## config.mk

```make
export PLATFORM = sky130hd
export DESIGN_NAME = regfile_tdp_ctrl
export DESIGN_NICKNAME = d
export VERILOG_FILES = /design/src/rtl/regfile_tdp_ctrl.sv
export SDC_FILE = /design/constraint.sdc
export NUM_CORES = 1
export LEC_CHECK = 0
export CAP_MARGIN = 10
export CORE_ASPECT_RATIO = 0.6
export CORE_MARGIN = 2
export CORE_UTILIZATION = 25
export CTS_CLUSTER_DIAMETER = 40
export DETAILED_ROUTE_END_ITERATION = 10
export PLACE_DENSITY = 0.62
export SYNTH_ARGS = -nofsm -noshare
export SYNTH_HDL_FRONTEND = slang
export SYNTH_SLANG_ARGS = --single-unit
```

## constraint.sdc

```tcl
create_clock -name clk_i -period 5.8 [get_ports clk_i]
set_input_delay 0.87 -clock clk_i [delete_from_list [all_inputs] [get_ports clk_i]]
set_output_delay 0.87 -clock clk_i [all_outputs]
set_load 0.1 [all_outputs]
```

## src/rtl/regfile_tdp_ctrl.sv

```systemverilog
// Maps a 2-read/1-write integer register file onto one read-first true-dual-port BRAM.
// Optional post-reset array clear is built in when RF_CTRL_CLEAR_EN is defined.
module regfile_tdp_ctrl #(
   parameter int unsigned DATA_WIDTH = 32,
   parameter int unsigned NUM_WORDS  = 32,
   localparam int unsigned ADDR_WIDTH = $clog2(NUM_WORDS)
) (
   input  logic                  clk_i,
   input  logic                  rst_ni,
   input  logic                  rd_valid_i,
   output logic                  rd_ready_o,
   input  logic [ADDR_WIDTH-1:0] rs1_addr_i,
   input  logic [ADDR_WIDTH-1:0] rs2_addr_i,
   output logic                  rsp_valid_o,
   output logic [DATA_WIDTH-1:0] rs1_data_o,
   output logic [DATA_WIDTH-1:0] rs2_data_o,
   input  logic                  wr_valid_i,
   output logic                  wr_ready_o,
   input  logic [ADDR_WIDTH-1:0] wr_addr_i,
   input  logic [DATA_WIDTH-1:0] wr_data_i,
   output logic                  init_done_o,
   output logic                  ram_enA_o,
   output logic                  ram_weA_o,
   output logic                  ram_enB_o,
   output logic                  ram_weB_o,
   output logic [ADDR_WIDTH-1:0] ram_addrA_o,
   output logic [ADDR_WIDTH-1:0] ram_addrB_o,
   output logic [DATA_WIDTH-1:0] ram_dataA_o,
   output logic [DATA_WIDTH-1:0] ram_dataB_o,
   input  logic [DATA_WIDTH-1:0] ram_dataA_i,
   input  logic [DATA_WIDTH-1:0] ram_dataB_i
);

   localparam logic [1:0] ST_RUN   = 2'd1;
   localparam logic [1:0] ST_SPLIT = 2'd2;
`ifdef RF_CTRL_CLEAR_EN
   localparam logic [1:0] ST_CLEAR = 2'd0;
   localparam logic [1:0] ST_RESET = ST_CLEAR;
   localparam logic [ADDR_WIDTH-1:0] LAST_PAIR = ADDR_WIDTH'(NUM_WORDS / 2 - 1);
`else
   localparam logic [1:0] ST_RESET = ST_RUN;
`endif

   logic [1:0]            state_q, state_d;
   logic                  initDone_q, initDone_d;
   logic                  rspPend_q, rspPend_d;
   logic                  rspSplit_q, rspSplit_d;
   logic                  rs1Zero_q, rs1Zero_d;
   logic                  rs2Zero_q, rs2Zero_d;
   logic [ADDR_WIDTH-1:0] rs2Addr_q, rs2Addr_d;
   logic                  fwdSel_q, fwdSel_d;
   logic [DATA_WIDTH-1:0] fwdData_q, fwdData_d;
   logic [DATA_WIDTH-1:0] rs1Hold_q, rs1Hold_d;
`ifdef RF_CTRL_CLEAR_EN
   logic [ADDR_WIDTH-1:0] clrCnt_q, clrCnt_d;
`endif

   logic reqReady;
   logic rdFire;
   logic wrFire;
   logic wrReal;

   assign reqReady = initDone_q && (state_q == ST_RUN);
   assign rdFire   = rd_valid_i && reqReady;
   assign wrFire   = wr_valid_i && reqReady;
   assign wrReal   = wrFire && (wr_addr_i != '0);

   assign rd_ready_o  = reqReady;
   assign wr_ready_o  = reqReady;
   assign init_done_o = initDone_q;

   // Response is a registered pulse; a zero flag masks x0 reads and unused ports.
   assign rsp_valid_o = rspPend_q;
   assign rs1_data_o  = (rspPend_q && !rs1Zero_q) ? (rspSplit_q ? rs1Hold_q : ram_dataA_i) : '0;
   assign rs2_data_o  = (rspPend_q && !rs2Zero_q) ? ram_dataB_i : '0;

   always_comb begin
      state_d     = state_q;
`ifdef RF_CTRL_CLEAR_EN
      initDone_d  = initDone_q;
      clrCnt_d    = clrCnt_q;
`else
      initDone_d  = 1'b1;
`endif
      rspPend_d   = 1'b0;
      rspSplit_d  = 1'b0;
      rs1Zero_d   = rs1Zero_q;
      rs2Zero_d   = rs2Zero_q;
      rs2Addr_d   = rs2Addr_q;
      fwdSel_d    = fwdSel_q;
      fwdData_d   = fwdData_q;
      rs1Hold_d   = rs1Hold_q;
      ram_enA_o   = 1'b0;
      ram_weA_o   = 1'b0;
      ram_addrA_o = '0;
      ram_dataA_o = '0;
      ram_enB_o   = 1'b0;
      ram_weB_o   = 1'b0;
      ram_addrB_o = '0;
      ram_dataB_o = '0;

      case (state_q)
`ifdef RF_CTRL_CLEAR_EN
         // Gated by rst_ni so the BRAM pins stay quiet while reset is held.
         ST_CLEAR: begin
            if (rst_ni) begin
               ram_enA_o   = 1'b1;
               ram_weA_o   = 1'b1;
               ram_addrA_o = ADDR_WIDTH'({clrCnt_q, 1'b0});
               ram_enB_o   = 1'b1;
               ram_weB_o   = 1'b1;
               ram_addrB_o = ADDR_WIDTH'({clrCnt_q, 1'b1});
               if (clrCnt_q == LAST_PAIR) begin
                  state_d    = ST_RUN;
                  initDone_d = 1'b1;
               end else begin
                  clrCnt_d = clrCnt_q + ADDR_WIDTH'(1);
               end
            end
         end
`endif
         ST_RUN: begin
            if (wrReal) begin
               ram_enA_o   = 1'b1;
               ram_weA_o   = 1'b1;
               ram_addrA_o = wr_addr_i;
               ram_dataA_o = wr_data_i;
            end else if (rdFire && (rs1_addr_i != '0)) begin
               ram_enA_o   = 1'b1;
               ram_addrA_o = rs1_addr_i;
            end
            if (rdFire) begin
               rs1Zero_d = (rs1_addr_i == '0);
               rs2Zero_d = (rs2_addr_i == '0);
               // Port A is busy writing, so rs1 moves to port B and rs2 waits a cycle.
               if (wrReal) begin
                  if (rs1_addr_i != '0) begin
                     ram_enB_o   = 1'b1;
                     ram_addrB_o = rs1_addr_i;
                  end
                  rs2Addr_d = rs2_addr_i;
                  fwdSel_d  = (rs1_addr_i == wr_addr_i);
                  fwdData_d = wr_data_i;
                  state_d   = ST_SPLIT;
               end else begin
                  if (rs2_addr_i != '0) begin
                     ram_enB_o   = 1'b1;
                     ram_addrB_o = rs2_addr_i;
                  end
                  rspPend_d = 1'b1;
               end
            end
         end
         ST_SPLIT: begin
            if (!rs2Zero_q) begin
               ram_enB_o   = 1'b1;
               ram_addrB_o = rs2Addr_q;
            end
            // Read-first BRAM returned the pre-write word, hence the forwarding mux.
            rs1Hold_d  = rs1Zero_q ? '0 : (fwdSel_q ? fwdData_q : ram_dataB_i);
            rspPend_d  = 1'b1;
            rspSplit_d = 1'b1;
            state_d    = ST_RUN;
         end
         default: begin
            state_d = ST_RESET;
         end
      endcase
   end

   always_ff @(posedge clk_i or negedge rst_ni) begin
      if (!rst_ni) begin
         state_q    <= ST_RESET;
         initDone_q <= 1'b0;
         rspPend_q  <= 1'b0;
         rspSplit_q <= 1'b0;
         rs1Zero_q  <= 1'b0;
         rs2Zero_q  <= 1'b0;
         rs2Addr_q  <= '0;
         fwdSel_q   <= 1'b0;
         fwdData_q  <= '0;
         rs1Hold_q  <= '0;
`ifdef RF_CTRL_CLEAR_EN
         clrCnt_q   <= '0;
`endif
      end else begin
         state_q    <= state_d;
         initDone_q <= initDone_d;
         rspPend_q  <= rspPend_d;
         rspSplit_q <= rspSplit_d;
         rs1Zero_q  <= rs1Zero_d;
         rs2Zero_q  <= rs2Zero_d;
         rs2Addr_q  <= rs2Addr_d;
         fwdSel_q   <= fwdSel_d;
         fwdData_q  <= fwdData_d;
         rs1Hold_q  <= rs1Hold_d;
`ifdef RF_CTRL_CLEAR_EN
         clrCnt_q   <= clrCnt_d;
`endif
      end
   end

endmodule

```

### Yosys cells after proc, flatten, opt, wreduce, memory -nomap -nowiden

Cells that the tools add are included.

* register bits after elaboration: 77
* input port bits: 115
* output and inout bits: 146

* equal/unequal tests: 5
* multiplexer cells: 34
* reductions and logical operators: 17

Operators with widths (count)
* 32-bit two-way mux: 7
* 5-bit two-way mux: 8
* 5-bit nonzero test: 3
* 1-bit two-way mux: 13
* 5-bit logical NOT: 2
* 5-bit one-hot mux with 2 select lines: 1
* 1-bit logical AND: 7
* 2-bit two-way mux: 3
* 5-bit == test: 1
* 2-bit inequality test, second input constant: 2
* 1-bit one-hot mux with 2 select lines: 2
* 2-bit AND reduction: 2
* 3-bit AND reduction: 1
* 2-bit by 1-bit == test with 1-bit output, second input constant: 1
* 2-bit == test, second input constant: 1
* 1-bit logical NOT: 2

### Longest topological paths before layout

Gate-level depths: netlist of run 1.

* depth in word-level cells: 7
* depth in mapped cells: 9

### Worst setup path after synthesis of run 1

OpenSTA, ideal clock, no wires.

* path type: register to output
* start: reg initDone_q (netlist: init_done_o)
* end: out ram_enA_o
* arrival: 4289 ps
* data required time: 4930 ps
* path slack: 641 ps
* cell stages (with the launch flop): 4
* path buffers: 0
* cell sequence: dfrtp_1 > and2_1 > nand2_1 > o21ai_0

* cells in the longest elaborated chain, start to end: 6
* elaborated cells on any way between the ends: 8

RTL lines
* start, declared: RTL line 45 `logic initDone_q, initDone_d;`
* start signal, assigned: RTL line 188 `initDone_q <= initDone_d;`
* 1-bit logical AND *: RTL line 63 `assign reqReady = initDone_q && (state_q == ST_RUN);`
* via rd_ready_o: RTL line 11 `output logic rd_ready_o,`
* 1-bit logical AND: RTL line 64 `assign rdFire = rd_valid_i && reqReady;`
* 1-bit logical AND: RTL line 128 `end else if (rdFire && (rs1_addr_i != '0)) begin`
* 1-bit two-way mux: RTL line 128
* 1-bit two-way mux *: RTL line 123 `if (wrReal) begin`
* 1-bit two-way mux *: RTL line 102 `case (state_q)`
* end, declared: RTL line 22 `output logic ram_enA_o,`

The timed path passes the listed nets; every way through them passes the cells marked *.

### Final worst setup path of run 1

* start: in wr_addr_i[0]
* end: out ram_dataA_o[7]

* cells in the longest elaborated chain, start to end: 4

RTL lines
* start, declared: RTL line 19 `input logic [ADDR_WIDTH-1:0] wr_addr_i,`
* 5-bit nonzero test: RTL line 66 `assign wrReal = wrFire && (wr_addr_i != '0);`
* 1-bit logical AND: RTL line 66
* 32-bit two-way mux: RTL line 123
* 32-bit two-way mux: RTL line 102
* end, declared: RTL line 28 `output logic [DATA_WIDTH-1:0] ram_dataA_o,`

Every way passes these cells.

==> results.md, run 1 <==
- Outcome: complete, no violations
- Fin crit share: 0.8085
- Worst-Margin Slew: about 1.1 ns
- Lkg Pwr: between 3 and 4 nW
- Detailed Routing Iterations Pass 1: 4
- Reg clk slew, reported paths: 0.06 ns
- I/O pin count: 261
- Clock buffer depth: 2
- Initial DRC count: 238
- Post-synth top area cell: dfrtp_1
- Setup Buffers After CTS: 0
- Post-synthesis sequential area ratio: 0.4125
- Worst path depth: 6
- Routed len/inst: about 16 um
- Post-Route Skew: 0.006360 ns
- Layout Cells excl Fill: about 1000
- Buf/Inv on CP: 3
- Peak supply drop: 241.8 uV
- Fin worst setup slack: 1.111 ns
- Kind of critical path: input port to output port
- Setup tns final: 0 ns
- Slew margin rel.: 0.2604
- Post-Syn Area: 0.004674 mm^2
- Die H: 109.9 um
- Die X: 180.5 um
- Clock latency on the worst-skew pair: between 0.3 and 0.4 ns
- Inserted Diodes: 0
- Core ar.: 0.01821 mm^2
- Most common cell on crit path: clkdlybuf4s50_1
- Distinct cells, synth: 39
- Synth area leaders: dfrtp_1 (41%), mux2i_1 (14%), nand2_1 (9.3%)
- Period minus WS final: 4.689 ns
- Worst EP arrival: 3.82 ns
- Placed instance count: 982
- Avg Cell Area, Syn: 8.561 um^2
- Row count: 38
- Worst Setup End Kind: output port
- # resized after CTS: 0
- Global route overflow: 0
- Nets: 870
- I/O Buffers: 227
- Critical Path RT: between 4 and 5 ns
- Placement-stage worst setup slack: 1.131 ns
- Post-route ant nets: 0
- PD cells: 492.9 mW/mm^2
- Worst min-delay path class: input port to async pin
- Cells on worst reg2reg path: 6
- Top-area cell type share of the netlist area: 0.4069
- DIE AREA: 0.01984 mm^2
- Via count: ~4300
- Setup violations, final: 0
- Crit path max-delay cell type: clkdlybuf4s50_1
- Initial antenna violation count: 0
- Post-DP HPWL: 11630 um
- Max Cap Violations: 0
- Cts hold-fix bufs: 0
- CTS buffer count: 9
- Synth warnings: 0
- Post-Syn Instances: 546
- Commonest non-fill, non-tap cells in the layout: clkdlybuf4s50_1 (216), nand2_1 (116), dfrtp_1 (74)
- Initial core utilization: 0.2567
- CTS tree: yes
- Layout cells sized above 1: 0.05937
- Seq cells post-synth: 77
- Worst-path cell chain: clkdlybuf4s50_1 -> or4_4 -> o21ai_4 -> inv_2 -> and2_1 -> clkdlybuf4s50_1
- Reg-to-reg slack, setup: slightly above 3 ns
- Fill count: 1874
- Clk root buf: clkbuf_16
- Total Wirelength: 15890 um
- Type of origin of the critical path: input port
- First-pass GRT wire length: 24280 um
- Fin. max-slew vios: 0
- Setup crit end: ram_dataA_o[7]
- Vias in the first global route: 4255
- Area grow syn2layout: 55.75%
- Largest net degree at the start of global routing: 76
- CP delay by family, top: buffers and inverters
- Slowest stage delay, CP: 0.97 ns
- Fin. Hold Viols: 0
- Utilization after layout: 0.3998
- Critical path launch point: wr_addr_i[0]
- H-tree Lvls: 3
- RSZ-0062 raised after global routing: false
- Worst r2r src: state_q[0]
- FMAX: 0.2132 GHz
- DRC Markers: 0
- Vias per cell: between 4 and 5
- Commonest non-fill, non-tap cell in the layout: clkdlybuf4s50_1
- Crit-path max FO: 37
- FF-to-FF End: fwdData_q[8]
- GR Util All Layers: 0.1574
- GPL Wtd Cong: 0.7923
- # clock sinks: between 70 and 80
## logic make-up after synthesis
kind of cell	Yosys count	synth area share
AO/OA/AOI/OAI	56	0.08298
XOR/XNOR	5	0.009370
flip-flops	77	0.4125
buffers and inverters	104	0.1156
adder cells (fa/ha/maj)	2	0.005352
AND/OR/NAND/NOR	235	0.2331
multiplexers	65	0.1395
other	2	0.001607
## registers in the layout, summed over array words and instances (netlist names)
register	cells
fwdSel_q	1
rs2Addr_q	5
fwdData_q	32
rs2Zero_q	1
rs1Zero_q	1
rsp_valid_o	1
init_done_o	1
state_q	2
rspSplit_q	1
rs1Hold_q	32
## Yosys cell counts
cell type / instances
nand2_1: 116
dfrtp_1: 76
and2_1: 65
mux2i_1: 64
nor2_1: 36
buf_4: 35
inv_1: 34
o22ai_1: 32
clkbuf_1: 20
buf_1: 9
a21oi_1: 6
a22o_1: 4
a22oi_1: 4
nand3_1: 4
buf_2: 3
nor2b_1: 3
o21ai_0: 3
xor2_1: 3
a32o_1: 2
and3_1: 2
buf_6: 2
conb_1: 2
ha_1: 2
nand2b_1: 2
nor4_1: 2
xnor2_1: 2
a311o_1: 1
a32oi_1: 1
dfstp_2: 1
inv_2: 1
mux2_2: 1
nand4_1: 1
nor2_2: 1
nor3_1: 1
o211a_1: 1
o211ai_2: 1
o21ai_4: 1
or4_1: 1
or4_4: 1
## layout make-up
type / instances / area [um^2] / share of cell area
multi-input cells: 397 / 2342 / 0.3217
repair buffers: 233 / 2290 / 0.3145
flip-flops and latches: 77 / 1931 / 0.2652
well taps: 240 / 300.3 / 0.04124
clock buffers: 11 / 252.7 / 0.03471
inverters: 35 / 131.4 / 0.01804
clock inverters: 5 / 33.78 / 0.004640
## routing by layer
| metal | vias up | track usage | share of wire | wire [um] |
|---|---|---|---|---|
| li1 | 2139 | - | - | - |
| met1 | 2020 | 0.2401 | 0.53 | 8342 |
| met2 | 148 | 0.2246 | 0.41 | 6529 |
| met3 | 8 | 0.03776 | 0.058 | 914 |
| met4 | 0 | 0.02592 | 0.0064 | 102 |
| met5 | - | 0 | 0 | 0 |
## how the worst min path moves through the flow
stage | slack (ns) | cells after the start | endpoint
after CTS | 0.30 | 1 | rs2Addr_q[0]
after detailed placement | 0.46 | 2 | fwdData_q[8]
after global routing | 0.30 | 1 | rs2Addr_q[0]
after floorplan | 0.45 | 2 | fwdData_q[26]
final | 0.31 | 1 | rs2Addr_q[0]
after global placement | 0.46 | 2 | fwdData_q[16]
## power breakdown
part	leakage, nW	switching, mW	internal, mW	total (mW)
clock network	0.138	0.223	0.313	0.536
logic	2.03	1.54	0.542	2.09
registers	0.947	0.176	0.791	0.968
total	3.12	1.94	1.65	3.59
## per-stage QoR
step                      power, mW  hold slack [ns]  cell area, um^2
after global routing          3.783           0.3006             7281
after global placement        3.055           0.4581             6994
after floorplan               2.547           0.4454             4795
final                         3.589           0.3146             7281
after detailed placement      3.072           0.4632             6994
after CTS                     3.626           0.3018             7281
No activity file was read; power rests on OpenSTA's default activity.
==> inputs of run 2 (changes only) <==
- PLACE_DENSITY: 0.62 -> 0.64
- clock period: 5.8 -> 3.98 ns (I/O delays scaled with it)
==> results.md, run 2 (synthesized netlist as in run 1, its figures left out) <==
- Initial DRC count: 266 (+12%)
- Global route overflow: 0 (unchanged)
- Commonest non-fill, non-tap cell in the layout: nand2_1
- H-tree Lvls: 3 (unchanged)
- Largest regs: fwdData_q (32), rs1Hold_q (32), rs2Addr_q (5)
- Lkg Pwr: 3.440 nW (+10%)
- Clk network pwr share: 0.181 (+0.032)
- Worst-Margin Slew: 1.049 ns (-0.06034 ns)
- Kind of critical path: input port to output port
- Worst EP arrival: 2.87 ns (-0.95 ns)
- Cells on worst reg2reg path: 7 (+1)
- Layout Cells excl Fill: 1004 (+0.60%)
- Max Cap Violations: 0 (unchanged)
- Reg clk slew, reported paths: 0.06 ns (about the same)
- Reg-to-reg slack, setup: 1.63 ns (-1.40 ns)
- Clock buffer depth: 2 (unchanged)
- # resized after CTS: 0 (unchanged)
- Worst min-delay path class: input port to async pin
- Commonest non-fill, non-tap cells in the layout: nand2_1 (116), clkdlybuf4s50_1 (115), buf_4 (99)
- CTS tree: yes
- Period minus WS final: 3.468 ns
- Post-DP HPWL: 11930 um (+2.5%)
- Outcome: complete, no violations
- Type of origin of the critical path: input port
- Clock latency on the worst-skew pair: 0.33 ns (about the same)
- PD cells: 743.4 mW/mm^2 (+51%)
- Setup tns final: 0 ns (unchanged)
- Worst Setup End Kind: output port
- Critical Path RT: 3.38 ns (-1.55 ns)
- Fin. max-slew vios: 0 (unchanged)
- Routed len/inst: 15.59 um (-2.1%)
- Initial antenna violation count: 0 (unchanged)
- Nets: 874 (+0.46%)
- Cts hold-fix bufs: 0 (unchanged)
- Post-route ant nets: 0 (unchanged)
- Comb power frac: 0.562 (-0.019)
- GPL Wtd Cong: 0.8366 (+5.6%)
- Total Wirelength: 15650 um (-1.5%)
- Sw Share: 0.5154 (-0.02607)
- Placement-stage worst setup slack: 0.5317 ns (-0.5994 ns)
- Worst r2r src: state_q[0]
- Crit-path max FO: 23 (-38%)
- GR Util All Layers: 0.1567 (-0.0006897)
- Peak supply drop: 354.3 uV (+47%)
- I/O pin count: 261 (unchanged)
- FMAX: 0.2884 GHz
- DRC Markers: 0 (unchanged)
- Core ar.: 0.01821 mm^2 (unchanged)
- FF-to-FF End: fwdData_q[8]
- Fin. Hold Viols: 0 (unchanged)
- Row count: 38 (unchanged)
- Switching pwr: 2.846 mW (+46%)
- Sequential power share: 0.257 (-0.013)
- Fin worst setup slack: 0.5121 ns (-0.5985 ns)
- Detailed Routing Iterations Pass 1: 4 (unchanged)
- Placed instance count: 986 (+0.41%)
- First-pass GRT wire length: 24050 um (-0.97%)
- # clock sinks: 77 (unchanged)
- Area grow syn2layout: 58.94%
- Layout cells sized above 1: 0.1929 (+0.1335)
- Fin crit share: 0.8713
- Utilization after layout: 0.4080 (+0.008177)
- RSZ-0062 raised after global routing: false
- Internal: 2.677 mW (+63%)
- Clk root buf: clkbuf_16
- Setup violations, final: 0 (unchanged)
- Vias in the first global route: 4198 (-1.3%)
- Die X: 180.5 um (unchanged)
- Initial core utilization: 0.2567 (unchanged)
- Largest net degree at the start of global routing: 56 (-26%)
- Die H: 109.9 um (unchanged)
- Vias per cell: 4.338 (+0.32%)
- DIE AREA: 0.01984 mm^2 (unchanged)
- Post-Route Skew: 0.009857 ns (+0.003497 ns)
- Final Total Pwr: 5.523 mW (+54%)
- CTS buffer count: 9 (unchanged)
- Via count: 4355 (+0.93%)
- I/O Buffers: 227 (unchanged)
- Setup Buffers After CTS: 0 (unchanged)
- Slew margin rel.: 0.2985 (+0.03803)
==> run 2: changes by cell type in the layout (fill, tap and decap cells not counted), moves of 2 or more <==
cell | previous run | this run
clkinvlp_4 | 2 | 0
bufinv_16 | 0 | 4
diode_2 | 0 | 2
clkbuf_1 | 0 | 2
buf_4 | 17 | 99
buf_12 | 0 | 23
clkdlybuf4s50_1 | 216 | 115
clkinv_2 | 2 | 0
==> run 2: cell type report <==
cell class | count | area [um^2]
diodes | 2 | 5.005
clock buffers | 12 | 246.5
clock inverters | 4 | 120.1
fillers | 1820 | 10780
inverters | 35 | 131.4
multi-input cells | 397 | 2341
flip-flops and latches | 77 | 1931
well taps | 240 | 300.3
repair buffers | 237 | 2355
==> run 2: worst max-delay path by stage <==
stage	from	to	depth (start not counted)
floorplan	init_done_o	ram_dataA_o[22]	5
global placement	wr_addr_i[0]	ram_dataA_o[2]	7
detailed placement	wr_addr_i[1]	ram_dataA_o[20]	7
CTS	wr_addr_i[1]	ram_dataA_o[20]	7
global route	wr_addr_i[0]	ram_dataA_o[1]	7
finish	wr_addr_i[1]	ram_dataA_o[11]	7
==> run 2: critical path, stage by stage <==
cell,delay [ns]
clkdlybuf4s50_1,0.48
or4_4,0.59
o21ai_4,0.30
inv_2,0.21
buf_4,0.27
and2_1,0.19
buf_4,0.23
==> run 2: routing by layer <==
layer,GRT usage,part of all wire,vias to the layer above
li1,-,-,2151
met1,0.2326,0.50,2043
met2,0.2203,0.42,148
met3,0.04737,0.068,13
met4,0.03399,0.0068,0
met5,0,0,-
==> run 2: power by group through the flow <==
stage	registers, mW	clock network [mW]	logic [mW]
after floorplan	1.34	0	2.38
after global placement	1.43	0	3.10
after detailed placement	1.44	0	3.12
after CTS	1.42	1.04	3.12
after global routing	1.47	1.08	3.26
final	1.42	1.00	3.10
==> run 2: per-stage QoR <==
step	cell area [um^2]	hold slack, ns
6_report	7430	0.3182
2_1_floorplan	4798	0.3014
5_1_grt	7425	0.3729
3_5_place_dp	7058	0.4625
3_3_place_gp	7058	0.4569
4_1_cts	7425	0.3396
==> inputs of run 3 (changes only) <==
- CORE_UTILIZATION: 25 -> 35
- HOLD_SLACK_MARGIN: unset -> 0.06
- PLACE_DENSITY: 0.64 -> 0.83
==> results.md, run 3 (synthesized netlist as in run 1, its figures left out) <==
- Cts hold-fix bufs: 0 (unchanged)
- Worst Setup End Kind: output port
- Placement-stage worst setup slack: 0.3790 ns (-0.1527 ns)
- Initial antenna violation count: 0 (unchanged)
- FMAX: 0.2773 GHz (-3.8%)
- DRC Markers: 0 (unchanged)
- Sequential power share: 0.267 (+0.010)
- Fin crit share: 0.9061 (+0.03476)
- Layout cells sized above 1: 0.1908 (-0.002124)
- Fin. Hold Viols: 0 (unchanged)
- Initial DRC count: 200 (-25%)
- Row count: 32 (-16%)
- # resized after CTS: 0 (unchanged)
- Detailed Routing Iterations Pass 1: 4 (unchanged)
- Area grow syn2layout: 52.25%
- CTS tree: yes
- Global route overflow: 0 (unchanged)
- DIE AREA: 0.01433 mm^2 (-28%)
- Post-Route Skew: 0.006053 ns (-0.003805 ns)
- Fin. max-slew vios: 0 (unchanged)
- Type of origin of the critical path: input port
- Reg-to-reg slack, setup: 1.69 ns (+0.06 ns)
- CP delay by family, top: buffers and inverters
- I/O pin count: 261 (unchanged)
- Via count: 4320 (-0.80%)
- Clk network pwr share: 0.161 (-0.020)
- Utilization after layout: 0.5503 (+0.1423)
- Die X: 153.2 um (-15%)
- Cells on worst reg2reg path: 6 (-1)
- Routed len/inst: 15.75 um (+1.1%)
- Critical Path RT: 3.38 ns (about the same)
- Sw Share: 0.5321 (+0.01680)
- Nets: 872 (-0.23%)
- Slowest stage delay, CP: 0.60 ns (about the same)
- Slew margin rel.: 0.3139 (+0.01547)
- Comb power frac: 0.572 (+0.010)
- Setup violations, final: 0 (unchanged)
- PD cells: 745.7 mW/mm^2 (+0.31%)
- Vias in the first global route: 4246 (+1.1%)
- Worst-path cell chain: clkdlybuf4s50_1 -> or4_4 -> o21ai_4 -> inv_2 -> nor2_2 -> a32o_1 -> buf_12
- Initial core utilization: 0.3615 (+0.1048)
- Core ar.: 0.01293 mm^2 (-29%)
- Fin worst setup slack: 0.3737 ns (-0.1383 ns)
- Area of the multi-input gates: 0.002346 mm^2 (+0.21%)
- Peak supply drop: 396.8 uV (+12%)
- Die H: 93.52 um (-15%)
- GR Util All Layers: 0.2053 (+0.04856)
- Switching pwr: 2.824 mW (-0.78%)
- Max Cap Violations: 0 (unchanged)
- GPL Wtd Cong: 0.8823 (+5.5%)
- Worst r2r src: state_q[0]
- Area occupied by registers: 0.001931 mm^2 (unchanged)
- Kind of critical path: input port to output port
- Clock buffer depth: 2 (unchanged)
- Worst EP arrival: 3.01 ns (+0.14 ns)
- Crit path max-delay cell type: or4_4
- Total Wirelength: 14650 um (-6.4%)
- Clock latency on the worst-skew pair: 0.33 ns (about the same)
- Outcome: complete, no violations
- I/O Buffers: 227 (unchanged)
- Worst-Margin Slew: 1.029 ns (-0.01992 ns)
- H-tree Lvls: 3 (unchanged)
- Worst min-delay path class: input port to async pin
- Worst path depth: 7 (unchanged)
- Commonest non-fill, non-tap cells in the layout: nand2_1 (116), clkdlybuf4s50_1 (116), buf_4 (109)
- Reg clk slew, reported paths: 0.05 ns (about the same)
- Buf/Inv on CP: 3 (-1)
- Layout Cells excl Fill: 930 (-7.4%)
- # clock sinks: 77 (unchanged)
- Largest net degree at the start of global routing: 56 (unchanged)
- FF-to-FF End: fwdData_q[5]
- Vias per cell: 4.645 (+7.1%)
- Internal: 2.483 mW (-7.2%)
- Clk root buf: clkbuf_16
- Inserted Diodes: 0 (-2)
- RSZ-0062 raised after global routing: false
- First-pass GRT wire length: 22990 um (-4.4%)
- Design Area, Final: 0.007117 mm^2 (-4.2%)
- Setup tns final: 0 ns (unchanged)
- Post-place instance area: 0.006795 mm^2 (-3.7%)
- Largest regs: fwdData_q (32), rs1Hold_q (32), rs2Addr_q (5)
- Fill count: 1203 (-34%)
- CTS buffer count: 9 (unchanged)
- Post-route ant nets: 0 (unchanged)
- Crit-path max FO: 37 (+61%)
- Post-DP HPWL: 11150 um (-6.5%)
- Setup Buffers After CTS: 0 (unchanged)
- Lkg Pwr: 3.359 nW (-2.4%)
- Period minus WS final: 3.606 ns (+0.1383 ns)
- Placed instance count: 914 (-7.3%)
==> run 3: cell count changes in the layout (fill, tap and decap cells not counted), sizes merged <==
cell,before,now
buf,122,119
bufinv,4,2
clkbuf,12,10
clkdlybuf4s50,115,116
clkinv,0,1
clkinvlp,0,3
diode,2,0
==> run 3: area by class of cell <==
cell class,instances,share of cell area
clock buffers,10,0.03217
clock inverters,6,0.01231
inverters,35,0.01846
multi-input cells,397,0.3296
flip-flops and latches,77,0.2713
well taps,170,0.02989
repair buffers,235,0.3063
==> run 3: worst max path at each step <==
stage                            start         endpoint
after floorplan            init_done_o  ram_dataA_o[22]
after CTS                 wr_addr_i[0]   ram_addrA_o[2]
after global placement    wr_addr_i[0]   ram_addrA_o[2]
after detailed placement  wr_addr_i[0]   ram_addrA_o[2]
after global routing      wr_addr_i[0]   ram_addrA_o[2]
final                     wr_addr_i[0]   ram_addrA_o[2]
==> run 3: per-layer routing <==
| metal | global-route usage | routed length, um | vias up |
|---|---|---|---|
| li1 | - | - | 2142 |
| met1 | 0.2898 | 6937 | 2013 |
| met2 | 0.3196 | 6607 | 156 |
| met3 | 0.05422 | 1032 | 9 |
| met4 | 0.03935 | 74 | 0 |
| met5 | 0 | 0 | - |
==> run 3: power groups by stage <==
stage / clock network (mW) / logic, mW / registers [mW]
final: 0.853 / 3.03 / 1.42
after global routing: 0.916 / 3.20 / 1.47
after global placement: 0 / 3.01 / 1.41
after floorplan: 0 / 2.38 / 1.34
after CTS: 0.884 / 3.05 / 1.42
after detailed placement: 0 / 3.05 / 1.43
==> run 3: worst reg2reg max path, stage by stage (launching register included) <==
cell	delay [ns]
dfstp_2	0.53
ha_1	0.28
and3_1	0.46
o211a_1	0.43
buf_4	0.35
nand2_1	0.11
nand2_1	0.06
==> run 3: per-stage QoR <==
step                power [mW]  hold slack, ns
detailed placement       4.478          0.4625
global placement         4.418          0.4577
floorplan                3.713          0.3014
finish                   5.307          0.3074
CTS                      5.354          0.3276
global route             5.585          0.3609
